### src/rtl/button_pkg.sv
// Shared types and constants for the button conditioner.
// Optional feature macro: BTN_AUTO_REPEAT_EN (enables auto-repeat pulses).
package button_pkg;

  typedef enum logic [2:0] {
    IDLE     = 3'd0,
    PRESS_DB = 3'd1,
    HELD     = 3'd2,
    REPEAT   = 3'd3,
    REL_DB   = 3'd4
  } btn_state_t;

  localparam int DEF_PRESS_THR  = 500000;    // 10 ms @ 50 MHz
  localparam int DEF_LONG_THR   = 12500000;  // 250 ms
  localparam int DEF_REPEAT_THR = 2500000;   // 50 ms

  // Counter width covering the largest threshold, never below one bit.
  function automatic int cnt_width(input int a, input int b, input int c);
    int m;
    int w;
    m = a;
    if (b > m) m = b;
    if (c > m) m = c;
    w = $clog2(m);
    return (w < 1) ? 1 : w;
  endfunction

endpackage

### src/rtl/button_channel.sv
// One button channel: 2-flop synchroniser, debounce/long/repeat FSM, registered events.
// Auto-repeat pulses exist only when BTN_AUTO_REPEAT_EN is defined.
module button_channel
  import button_pkg::*;
#(
  parameter int PRESS_THR  = DEF_PRESS_THR,
  parameter int LONG_THR   = DEF_LONG_THR,
  parameter int REPEAT_THR = DEF_REPEAT_THR,
  parameter bit ACTIVE_LOW = 1'b0
) (
  input  logic clk,
  input  logic reset,
  input  logic raw,
  output logic level,
  output logic press,
  output logic long_press,
  output logic repeat_pulse,
  output logic release_pulse,
  output logic act
);

  localparam int CW = cnt_width(PRESS_THR, LONG_THR, REPEAT_THR);
  localparam logic [CW-1:0] PRESS_LAST = CW'(PRESS_THR - 1);
  localparam logic [CW-1:0] LONG_LAST  = CW'(LONG_THR - 1);
`ifdef BTN_AUTO_REPEAT_EN
  localparam logic [CW-1:0] REP_LAST   = CW'(REPEAT_THR - 1);
`endif

  logic       sync1_reg, sync2_reg;
  logic       s;
  btn_state_t state_reg, state_next;
  logic [CW-1:0] cnt_reg, cnt_next;
  logic press_reg, press_next;
  logic long_reg, long_next;
  logic rep_reg, rep_next;
  logic rel_reg, rel_next;
  logic level_reg, level_next;
  logic act_reg, act_next;

  assign s = sync2_reg ^ ACTIVE_LOW;

  always_comb begin
    state_next = state_reg;
    cnt_next   = cnt_reg;
    press_next = 1'b0;
    long_next  = 1'b0;
    rep_next   = 1'b0;
    rel_next   = 1'b0;
    case (state_reg)
      IDLE: begin
        if (s) begin
          state_next = PRESS_DB;
          cnt_next   = '0;
        end
      end
      PRESS_DB: begin
        if (!s) begin
          state_next = IDLE;
          cnt_next   = '0;
        end else if (cnt_reg == PRESS_LAST) begin
          state_next = HELD;
          cnt_next   = '0;
          press_next = 1'b1;
        end else begin
          cnt_next = cnt_reg + 1'b1;
        end
      end
      HELD: begin
        if (!s) begin
          state_next = REL_DB;
          cnt_next   = '0;
        end else if (cnt_reg == LONG_LAST) begin
          state_next = REPEAT;
          cnt_next   = '0;
          long_next  = 1'b1;
        end else begin
          cnt_next = cnt_reg + 1'b1;
        end
      end
      REPEAT: begin
        if (!s) begin
          state_next = REL_DB;
          cnt_next   = '0;
        end else begin
`ifdef BTN_AUTO_REPEAT_EN
          if (cnt_reg == REP_LAST) begin
            cnt_next = '0;
            rep_next = 1'b1;
          end else begin
            cnt_next = cnt_reg + 1'b1;
          end
`else
          cnt_next = '0;
`endif
        end
      end
      REL_DB: begin
        // A bounce back to pressed returns to HELD with the long timer restarted.
        if (s) begin
          state_next = HELD;
          cnt_next   = '0;
        end else if (cnt_reg == PRESS_LAST) begin
          state_next = IDLE;
          cnt_next   = '0;
          rel_next   = 1'b1;
        end else begin
          cnt_next = cnt_reg + 1'b1;
        end
      end
      default: begin
        state_next = IDLE;
        cnt_next   = '0;
      end
    endcase
    level_next = state_next inside {HELD, REPEAT, REL_DB};
    act_next   = press_next | long_next | rep_next;
  end

  always_ff @(posedge clk) begin
    if (reset) begin
      sync1_reg <= ACTIVE_LOW;
      sync2_reg <= ACTIVE_LOW;
      state_reg <= IDLE;
      cnt_reg   <= '0;
      press_reg <= 1'b0;
      long_reg  <= 1'b0;
      rep_reg   <= 1'b0;
      rel_reg   <= 1'b0;
      level_reg <= 1'b0;
      act_reg   <= 1'b0;
    end else begin
      sync1_reg <= raw;
      sync2_reg <= sync1_reg;
      state_reg <= state_next;
      cnt_reg   <= cnt_next;
      press_reg <= press_next;
      long_reg  <= long_next;
      rep_reg   <= rep_next;
      rel_reg   <= rel_next;
      level_reg <= level_next;
      act_reg   <= act_next;
    end
  end

  assign level         = level_reg;
  assign press         = press_reg;
  assign long_press    = long_reg;
  assign repeat_pulse  = rep_reg;
  assign release_pulse = rel_reg;
  assign act           = act_reg;

endmodule

### src/rtl/button_conditioner.sv
// N-channel button front end: one independent button_channel per input bit.
// Define BTN_AUTO_REPEAT_EN to enable auto-repeat pulses.
module button_conditioner
  import button_pkg::*;
#(
  parameter int N          = 4,
  parameter int PRESS_THR  = DEF_PRESS_THR,
  parameter int LONG_THR   = DEF_LONG_THR,
  parameter int REPEAT_THR = DEF_REPEAT_THR,
  parameter bit ACTIVE_LOW = 1'b0
) (
  input  logic         clk,
  input  logic         reset,
  input  logic [N-1:0] in,
  output logic [N-1:0] level,
  output logic [N-1:0] press,
  output logic [N-1:0] long_press,
  output logic [N-1:0] repeat_pulse,
  output logic [N-1:0] release_pulse,
  output logic [N-1:0] act
);

  for (genvar gi = 0; gi < N; gi++) begin : g_ch
    button_channel #(
      .PRESS_THR (PRESS_THR),
      .LONG_THR  (LONG_THR),
      .REPEAT_THR(REPEAT_THR),
      .ACTIVE_LOW(ACTIVE_LOW)
    ) u_ch (
      .clk          (clk),
      .reset        (reset),
      .raw          (in[gi]),
      .level        (level[gi]),
      .press        (press[gi]),
      .long_press   (long_press[gi]),
      .repeat_pulse (repeat_pulse[gi]),
      .release_pulse(release_pulse[gi]),
      .act          (act[gi])
    );
  end

endmodule
### config.mk
export PLATFORM = sky130hd
export DESIGN_NAME = button_conditioner
export DESIGN_NICKNAME = d
export VERILOG_FILES = /design/src/rtl/button_pkg.sv /design/src/rtl/button_channel.sv /design/src/rtl/button_conditioner.sv
export SDC_FILE = /design/constraint.sdc
export NUM_CORES = 1
export LEC_CHECK = 0
export BUFFER_PORTS_ARGS = -buffer_cell sky130_fd_sc_hd__buf_2
export CORE_MARGIN = 4
export CORE_UTILIZATION = 45
export CTS_CLUSTER_SIZE = 12
export DETAILED_ROUTE_END_ITERATION = 12
export PLACE_DENSITY = 0.69
export RECOVER_POWER = 50
export SYNTH_ARGS = -nofsm -noshare
export SYNTH_HDL_FRONTEND = slang
export SYNTH_SLANG_ARGS = --single-unit
### constraint.sdc
create_clock -name clk -period 2.8 [get_ports clk]
set_input_delay 0.56 -clock clk [delete_from_list [all_inputs] [get_ports clk]]
set_output_delay 0.56 -clock clk [all_outputs]
set_load 0.02 [all_outputs]
==> results by group, run 1 <==
Run status
  • Status: finished with violations
  • Failing checks: max-capacitance violations, max-slew violations

Route
  • DR iter-0 viols: 362
  • Pre-antenna DRT Iters: 5
  • ANT nets after route: 0
  • Routed wire per std cell: 13.4 microns
  • Vias after detailed routing: 5229
  • Detailed-route wire length: roughly 13000 microns
  • Via-per-instance ratio: 5.36
  • Drc violations: 0

Clocking
  • Hold bufs inserted after CTS: 0
  • Cts repair resizes: 0
  • H-Tree Level Count: 4
  • Max Root-Sink Buffers: 2
  • Clk Latency, worst-skew pair: 0.42 ns
  • Clock-pin slew on the worst setup and hold paths: 0.06 ns
  • Total CTS buffers: 17
  • Sink Count: ~140
  • CTS tree: yes
  • Setup Buffers After CTS: 0
  • Root Buffer: clkbuf_16

GRT
  • Initial antenna violation count: 1
  • Largest net degree at the start of global routing: 37
  • GRT Util Overall: 16.3%
  • Gr ovfl total: 0
  • First-pass GRT wire length: between 20000 and 25000 microns
  • Vias in the first global route: roughly 4800

Logic synthesis
  • Post-Synth Simple-Gate Area: 34.2%
  • Largest cells by area after synthesis: dfxtp_1 (41%), nor2_1 (7.0%), xor2_1 (6.2%), xnor2_1 (4.0%), nand2_1 (3.6%)
  • XOR/XNOR Fraction of Synth Area: approximately a tenth
  • Async SR Flop Fraction: 0%
  • Synth Area in Compound Gates: under 10%
  • Avg Synthesized Cell Area: 8.50 sq um
  • Yosys warnings: 0
  • Post-Synthesis Cells: just under 800
  • Post-Synthesis Cell Area: 0.00664 sq mm
  • Post-synth top area cell: dfxtp_1
  • Post-synth EDFFs: 0
  • Distinct cells, synth: 63
  • Most used DFF post-synth: dfxtp_1
  • Largest family of logic cells by synthesized area: simple AND/OR/NAND/NOR gates
  • Mux contribution to synthesized area: 0.151%
  • Seq cells post-synth: about 140
  • Sequential share of the synthesized area: 41.0%
  • Adder-cell area share of the yosys netlist: 0.754%
  • Synth top area share: roughly two fifths

Cells and area
  • Post-route cell area: 0.00728 sq mm
  • Ratio of cells with drive above 1 in the final layout: approximately 7.6%
  • Antenna diodes: 0
  • Commonest non-fill, non-tap cell in the layout: dfxtp_1
  • # nets final: 789
  • Area Overhead vs Synth: 9.72%
  • Max reg flops: 96
  • Most frequent cells in the layout: dfxtp_1 (136), nor2_1 (124), nand2_1 (64)

Floorplanning
  • Chip width: 129 microns
  • Initial core utilization: 45.9%
  • I/O Pins: 30
  • Std-Cell Core Area: 0.0145 sq mm
  • Overall die height: about 130 microns
  • Site Rows: 44
  • DIE AREA: 0.0168 sq mm

Timing
  • Final Hold Viols: 0
  • Final setup vio count: 0
  • Sum Neg Setup Slack: 0 ns
  • RSZ-0062 raised after global routing: false
  • Tcrit/Tclk final: about nine tenths
  • Relative slew slack: -15.5%
  • Final WS setup: ~0.31 ns
  • Max frequency: 0.401 GHz
  • Worst-Margin Slew: 1.73 ns
  • Slew Viols, Final: 37
  • Min Tclk post-route: 2.49 ns
  • Final Skew: about 0.0071 ns

Placed design
  • PortBufs: 25
  • Dpl cell area: slightly below 0.007 sq mm
  • Gpl congestion: 0.827
  • Pre-CTS setup slack: 0.358 ns
  • DPL Wire Length: a little under 9000 microns

Worst setup path
  • Crit path launch type: register
  • WP data arrival: 2.79 ns
  • R2r setup slk: 0.31 ns
  • Crit Path Max Fanout: 23
  • Nature of the critical path endpoint: register
  • WP data required: between 3 and 4 ns
  • Setup CP Type: register to register

Hold path
  • Tightest Hold Check Type: input pin to register

Pwr
  • Peak VDD IR: 0.410 mV
  • Leakage Power: 2.44 nW
  • Pwr dens: ~590 mW/mm^2

Flow run
  • Max cap viols: 1
-- stage by stage --
stage / hold WS (ns) / total power, mW / utilization (%) / cells
CTS: 0.347 / 4.37 / 50.6 / 975
global route: 0.357 / 4.47 / 50.3 / 975
floorplan: 0.414 / 2.09 / - / 784
finish: 0.355 / 4.33 / 50.3 / 975
detailed placement: 0.433 / 2.11 / 46.5 / 944
global placement: 0.422 / 2.11 / 46.5 / 944
-- metal layers --
metal | track usage [%] | up-vias | wire length [microns]
li1 | - | 2710 | -
met1 | 22.2 | 2415 | 6660
met2 | 24.7 | 81 | 5790
met3 | 4.08 | 21 | 416
met4 | 6.48 | 2 | 193
met5 | 0 | - | 7
-- synthesized netlist by cell type (all sizes together) (12+ instances only) --
cell type / n
nor2b: 15
xnor2: 30
and3: 17
nand3: 33
dfxtp: 136
buf: 38
xor2: 47
and4: 12
nor2: 124
nor3: 25
nand2: 64
nand4: 34
nor4b: 12
a21oi: 17
nor4: 17
o21ai: 14
clkbuf: 20
-- kinds of logic after synthesis --
family	Yosys count
flops	136
other cells	1
fa+ha+maj	4
buf+inv	68
mux	1
compound gates	74
xor+xnor	77
simple gates	420
-- final timing paths --
kind / end / cells past startpoint / start
min: g_ch[0].u_ch.sync1_reg / 2 / in[0]
max reg2reg: g_ch[3].u_ch.cnt_reg[11] / 7 / g_ch[3].u_ch.cnt_reg[0]
max: g_ch[3].u_ch.cnt_reg[11] / 7 / g_ch[3].u_ch.cnt_reg[0]
min reg2reg: g_ch[2].u_ch.s / 1 / g_ch[2].u_ch.sync1_reg
-- where the power goes --
group / switching (mW) / internal (mW) / total (mW)
clock network: 0.799 / 1.46 / 2.26
registers: 0.0153 / 1.95 / 1.96
logic: 0.0698 / 0.0338 / 0.104
-- critical path, cell delays in order (launching register included) --
cell	delay, ns
dfxtp_1	0.39
ha_1	0.24
nand4_2	0.16
nand3b_1	0.20
or4_1	0.62
a22oi_2	0.32
a21o_4	0.32
o211ai_1	0.13
-- final cells by class --
| class | instances | area [sq um] |
|---|---|---|
| Sequential cell | 136 | 2720 |
| Multi-Input combinational cell | 580 | 3530 |
| Inverter | 10 | 37.5 |
| Timing Repair Buffer | 34 | 170 |
| Clock buffer | 23 | 478 |
| Clock inverter | 8 | 120 |
| Tap cell | 184 | 230 |
| Fill cell | 1409 | 7190 |
Note: power is estimated with default switching activity, not from simulation.
==> inputs of run 2 (changes only) <==
==> constraint.sdc (replaced) <==
create_clock -name clk -period 2.8 [get_ports clk]
set_input_delay 0.28 -clock clk [delete_from_list [all_inputs] [get_ports clk]]
set_output_delay 0.28 -clock clk [all_outputs]
set_load 0.02 [all_outputs]
==> run 2 against run 1 <==
Compared with the run above: the flow still finishes with violations (max-capacitance violations, max-slew violations); sequential power barely moved; cell count fell by 0.10%; clock-buffer cell count fell by 1; hold slack got worse by 0.28 ns.
==> results by group, run 2 (synthesized netlist as in run 1, its figures left out) <==
Clocking
  • CTS tree: yes
  • Clk Latency, worst-skew pair: between 0.4 and 0.5 ns
  • Max Root-Sink Buffers: 2
  • Setup Buffers After CTS: 0
  • Cts repair resizes: 0
  • H-Tree Level Count: 4
  • Clock-pin slew on the worst setup and hold paths: 0.05 ns
  • Root Buffer: clkbuf_16
  • Total CTS buffers: 17
  • Hold bufs inserted after CTS: 0
  • Sink Count: 136

Floorplanning
  • DIE AREA: 0.0168 sq mm
  • Std-Cell Core Area: between 0.01 and 0.015 sq mm
  • Site Rows: 44
  • I/O Pins: 30
  • Overall die height: 129 microns
  • Initial core utilization: 45.9%
  • Chip width: 129 microns

Cells and area
  • Register Area: roughly 0.0027 sq mm
  • Commonest non-fill, non-tap cell in the layout: dfxtp_1
  • Cell Count, Final, Fillers Out: 974
  • Area Overhead vs Synth: 9.23%
  • Post-route cell area: 0.00725 sq mm
  • Combined area of the multi-input logic cells: 0.00352 sq mm
  • # nets final: 789
  • Ratio of cells with drive above 1 in the final layout: 7.47%
  • Antenna diodes: 0
  • Max reg flops: 96
  • FILL cells: approximately 1400
  • Util after Layout: 50.1%
  • Most frequent cells in the layout: dfxtp_1 (136), nor2_1 (124), nand2_1 (64)

GRT
  • Vias in the first global route: roughly 4700
  • Largest net degree at the start of global routing: 37
  • First-pass GRT wire length: ~22000 microns
  • Gr ovfl total: 0
  • Initial antenna violation count: 0
  • GRT Util Overall: roughly 16%

Placed design
  • Pre-CTS setup slack: 0.381 ns
  • Post-Place Cells: 944
  • DPL Wire Length: 8890 microns
  • Dpl cell area: 0.00673 sq mm
  • PortBufs: 25
  • Gpl congestion: 0.845

Timing
  • Final Skew: 0.00759 ns
  • Slew Viols, Final: 37
  • Min Tclk post-route: between 2 and 3 ns
  • Relative slew slack: -14.0%
  • Sum Neg Setup Slack: 0 ns
  • Final Hold Viols: 0
  • Max frequency: between 0.3 and 0.4 GHz
  • Hold_ws: approximately 0.075 ns
  • Final WS setup: 0.296 ns
  • Tcrit/Tclk final: between 80 and 90%
  • RSZ-0062 raised after global routing: false
  • Worst-Margin Slew: 1.71 ns
  • Final setup vio count: 0

Worst setup path
  • Crit Path Max Fanout: 23
  • Crit path launch type: register
  • Critical path startpoint: g_ch[3].u_ch.cnt_reg[0]
  • Worst r2r src: g_ch[3].u_ch.cnt_reg[0]
  • Setup CP Type: register to register
  • Nature of the critical path endpoint: register
  • WP data required: between 3 and 4 ns
  • WP data arrival: between 2 and 3 ns

Route
  • ANT nets after route: 0
  • Via-per-instance ratio: ~5.4
  • Pre-antenna DRT Iters: 5
  • Met3 WL: 493 microns
  • DR iter-0 viols: 335
  • Drc violations: 0
  • Top sig layer: met4
  • Detailed-route wire length: 13000 microns
  • Metal-1 WL: 6420 microns
  • Routed wire per std cell: 13.4 microns
  • Vias after detailed routing: between 5000 and 6000
  • Routed wl met2: 5920 microns

Flow run
  • Max cap viols: 1

Run status
  • Failing checks: max-capacitance violations, max-slew violations
  • Status: finished with violations

Pwr
  • Pwr Total: 4.22 mW
  • Leakage Power: 2.42 nW
  • Pwr dens: 582 mW/mm^2
  • Peak VDD IR: 0.448 mV

Hold path
  • Hold Path Origin: in[3]
  • Tightest Hold Check Type: input pin to register
[run 2: changes by cell type in the layout (fill, tap and decap cells not counted), sizes merged]
cell,delta
bufinv,-1
clkbuf,-1
clkinvlp,+1
[run 2: per-layer routing]
layer / vias to the layer above / GRT usage [%]
li1: 2714 / -
met1: 2458 / 22.2
met2: 93 / 24.8
met3: 22 / 4.04
met4: 0 / 5.32
met5: - / 0
[run 2: critical path, stage by stage (launching register included)]
cell	delay, ns
dfxtp_1	0.39
ha_1	0.22
nand4_1	0.17
nand3b_1	0.21
or4_1	0.62
a22oi_2	0.32
a21o_4	0.31
o211ai_1	0.13
[run 2: layout make-up]
class	instances	share of cell area (%)
timing repair buffer	34	2.35
tap	184	3.17
sequential	136	37.5
clock buffer	22	6.54
clock inverter	8	1.35
multi-input combinational	580	48.5
inverter	10	0.518
[run 2: worst paths after layout]
check / endpoint / slack, ns / depth (start not counted)
max: g_ch[3].u_ch.cnt_reg[11] / 0.30 / 7
min: g_ch[3].u_ch.sync1_reg / 0.07 / 2
max reg2reg: g_ch[3].u_ch.cnt_reg[11] / 0.30 / 7
min reg2reg: g_ch[0].u_ch.s / 0.43 / 1
[run 2: report_power, final]
group	internal [mW]	leakage, nW	switching, mW
Sequential	1.95	1.10	0.0153
Combinational	0.0338	1.05	0.0686
Clock	1.36	0.274	0.791
==> inputs of run 3 (changes only) <==
Settings changed: CORE_ASPECT_RATIO from default to 1.25, SYNTH_HIERARCHICAL from default to 1.
==> run 3 against run 2 <==
Compared with the run above: the flow now finishes without violations; clock power is 6% lower; hold slack worse by 0.0044 ns; cell count rose by 1.3%; cell area increased by 2.6%; largest power group unchanged.
==> results by group, run 3 <==
Cells and area
  • # nets final: about 810
  • Antenna diodes: 0
  • Max reg flops: between 90 and 100
  • Ratio of cells with drive above 1 in the final layout: 9.39%
  • Post-route cell area: 0.00744 sq mm
  • Area Overhead vs Synth: 11.3%
  • Register Area: 0.00272 sq mm
  • FILL cells: 1402
  • Combined area of the multi-input logic cells: 0.00368 sq mm
  • Commonest non-fill, non-tap cell in the layout: dfxtp_1
  • Util after Layout: 51.4%
  • Most frequent cells in the layout: dfxtp_1 (136), nor3_1 (90), nor2_1 (65)

Floorplanning
  • Initial core utilization: 46.2%
  • Std-Cell Core Area: 0.0145 sq mm
  • Site Rows: 49
  • Overall die height: 144 microns
  • DIE AREA: 0.0169 sq mm
  • Chip width: 117 microns
  • I/O Pins: 30

Timing
  • Tcrit/Tclk final: 83.7%
  • Final setup vio count: 0
  • Final WS setup: between 0.4 and 0.5 ns
  • Worst-Margin Slew: 1.27 ns
  • Relative slew slack: 15.3%
  • Min Tclk post-route: 2.34 ns
  • RSZ-0062 raised after global routing: false
  • Final Skew: 0.00548 ns
  • Max frequency: between 0.4 and 0.5 GHz
  • Sum Neg Setup Slack: 0 ns
  • Slew Viols, Final: 0
  • Final Hold Viols: 0

Worst setup path
  • Critical path startpoint: g_ch[3].u_ch/cnt_reg[5]
  • Stages on worst setup path: 6
  • Critical path's top delay family: simple AND/OR/NAND/NOR gates
  • Crit-path cells: or4_4 > nor4_4 > a21oi_1 > a211oi_2 > buf_4 > nor3_1
  • Crit Path Max Fanout: 20
  • Crit path buf inv count: 1
  • Setup CP Type: register to register
  • Worst r2r src: g_ch[3].u_ch/cnt_reg[5]
  • CP endpoint: g_ch[3].u_ch/cnt_reg[10]
  • R2r setup slk: 0.46 ns
  • Register-to-Register Path Depth: 6
  • WP data required: 3.10 ns
  • Crit path launch type: register
  • WP data arrival: 2.65 ns
  • Largest stage delay, worst path: 0.56 ns
  • Reg-to-reg critical path endpoint: g_ch[3].u_ch/cnt_reg[10]
  • Nature of the critical path endpoint: register
  • Slowest-stage cell, CP: or4_4

Placed design
  • Dpl cell area: 0.00694 sq mm
  • DPL Wire Length: 9210 microns
  • PortBufs: 25
  • Gpl congestion: 0.827
  • Pre-CTS setup slack: approximately 0.49 ns

Route
  • ANT nets after route: 0
  • Routed wire per std cell: 13.8 microns
  • Drc violations: 0
  • DR iter-0 viols: 432
  • Detailed-route wire length: about 14000 microns
  • Vias after detailed routing: 5448
  • Via-per-instance ratio: 5.52
  • Pre-antenna DRT Iters: 6

Logic synthesis
  • Leading cell types by count after synthesis: dfxtp_1 (136), nor3_1 (90), nor2_1 (65)
  • Post-synth top area cell: dfxtp_1
  • Sequential share of the synthesized area: 40.7%
  • Post-synth EDFFs: 0
  • Net Count, Synth: between 700 and 800
  • Largest cells by area after synthesis: dfxtp_1 (41%), nor3_1 (6.7%), xnor2_1 (6.0%), nor2_1 (3.6%), xor2_1 (3.3%)
  • Post-Synthesis Cell Area: 0.00669 sq mm
  • Yosys warnings: 6
  • Synth top area share: 40.7%
  • Seq cells post-synth: 136
  • Avg Synthesized Cell Area: 8.63 sq um
  • Post-Synthesis Cells: around 780
  • Distinct cells, synth: 63
  • Most used DFF post-synth: dfxtp_1
  • Most numerous cell in the Yosys netlist: dfxtp_1
  • Async SR Flop Fraction: 0%

GRT
  • Vias in the first global route: 5201
  • First-pass GRT wire length: between 20000 and 25000 microns
  • Largest net degree at the start of global routing: 31
  • Gr ovfl total: 0
  • Initial antenna violation count: 0
  • GRT Util Overall: 17.2%

Pwr
  • Sequential share of power: a little under half
  • P_sw: 0.883 mW
  • Leakage Power: 2.47 nW
  • Int Pwr: 3.20 mW
  • Gate power share: 2.7%
  • Pwr dens: 549 mW/mm^2
  • Clock network fraction of total power: 49.5%
  • Switching Fraction: 21.6%
  • Peak VDD IR: 0.417 mV

Flow run
  • Max cap viols: 0

Clocking
  • Cts repair resizes: 0
  • Hold bufs inserted after CTS: 0
  • Setup Buffers After CTS: 0
  • Clock-pin slew on the worst setup and hold paths: approximately 0.06 ns
  • Clk Latency, worst-skew pair: around 0.42 ns
  • H-Tree Level Count: 4
  • Total CTS buffers: 17
  • CTS tree: yes
  • Sink Count: ~140
  • Max Root-Sink Buffers: 2
  • Root Buffer: clkbuf_16

Run status
  • Status: finished clean

Hold path
  • Tightest Hold Check Type: input pin to register
[run 3: cell count changes after synthesis, moves of 10 or more]
| cell | previous run | this run |
|---|---|---|
| xnor2_1 | 30 | 46 |
| nor2b_1 | 15 | 25 |
| buf_4 | 26 | 10 |
| nor3_1 | 24 | 90 |
| nand2_1 | 64 | 53 |
| inv_1 | 10 | 20 |
| nor2_1 | 124 | 65 |
| nand4_1 | 33 | 18 |
| a22o_1 | 0 | 10 |
| xor2_1 | 47 | 25 |
[run 3: per-layer routing]
metal  wire length, microns  share of wire (%)  track usage (%)
met5                      0                  0                0
met4                    227                1.7             6.64
met3                    438                3.2             4.60
met2                   6460                 47             27.8
met1                   6510                 48             22.0
[run 3: power by group through the flow]
| stage | Combinational, mW | Clock (mW) | Sequential, mW |
|---|---|---|---|
| 4_1_cts | 0.112 | 2.08 | 1.95 |
| 3_5_place_dp | 0.112 | 0 | 1.99 |
| 3_3_place_gp | 0.111 | 0 | 1.99 |
| 6_report | 0.111 | 2.02 | 1.95 |
| 2_1_floorplan | 0.0880 | 0 | 1.99 |
| 5_1_grt | 0.123 | 2.16 | 1.95 |
[run 3: cell type report]
type | count | share of cell area, %
Tap cell | 178 | 2.99
Timing Repair Buffer | 40 | 2.79
Inverter | 20 | 1.01
Multi-Input combinational cell | 582 | 49.5
Clock inverter | 10 | 1.08
Clock buffer | 21 | 6.05
Sequential cell | 136 | 36.6
[run 3: cells by family (layout without fill, tap and decap cells)]
kind of cell,Yosys count,after routing,share of synthesized area (%)
adder cells (fa/ha/maj),4,4,0.748
AND/OR/NAND/NOR,420,420,35.7
AO/OA/AOI/OAI,81,81,8.89
buffers and inverters,57,91,4.17
flip-flops,136,136,40.7
multiplexers,2,2,0.299
XOR/XNOR,71,71,9.30
other,4,4,0.224
[run 3: how the worst min path moves through the flow]
stage,start,end,depth (start not counted)
3_3_place_gp,g_ch[1].u_ch/sync1_reg,g_ch[1].u_ch/s,1
2_1_floorplan,in[0],g_ch[0].u_ch/sync1_reg,1
5_1_grt,in[1],g_ch[1].u_ch/sync1_reg,2
4_1_cts,in[3],g_ch[3].u_ch/sync1_reg,2
6_report,in[3],g_ch[3].u_ch/sync1_reg,2
3_5_place_dp,g_ch[0].u_ch/sync1_reg,g_ch[0].u_ch/s,1
[run 3: worst register-to-register path, delay by kind of cell (launching register included)]
kind,cells,cell delay [ns]
AND/OR/NAND/NOR,3,1.14
flip-flops,1,0.35
buffers and inverters,1,0.27
AO/OA/AOI/OAI,2,0.48
[run 3: through the flow]
stage | hold slack [ns] | cells | total power, mW
after CTS | 0.0524 | 987 | 4.14
after floorplan | 0.408 | 775 | 2.08
after global routing | 0.0839 | 987 | 4.23
final | 0.0703 | 987 | 4.09
after global placement | 0.420 | 956 | 2.10
after detailed placement | 0.432 | 956 | 2.11
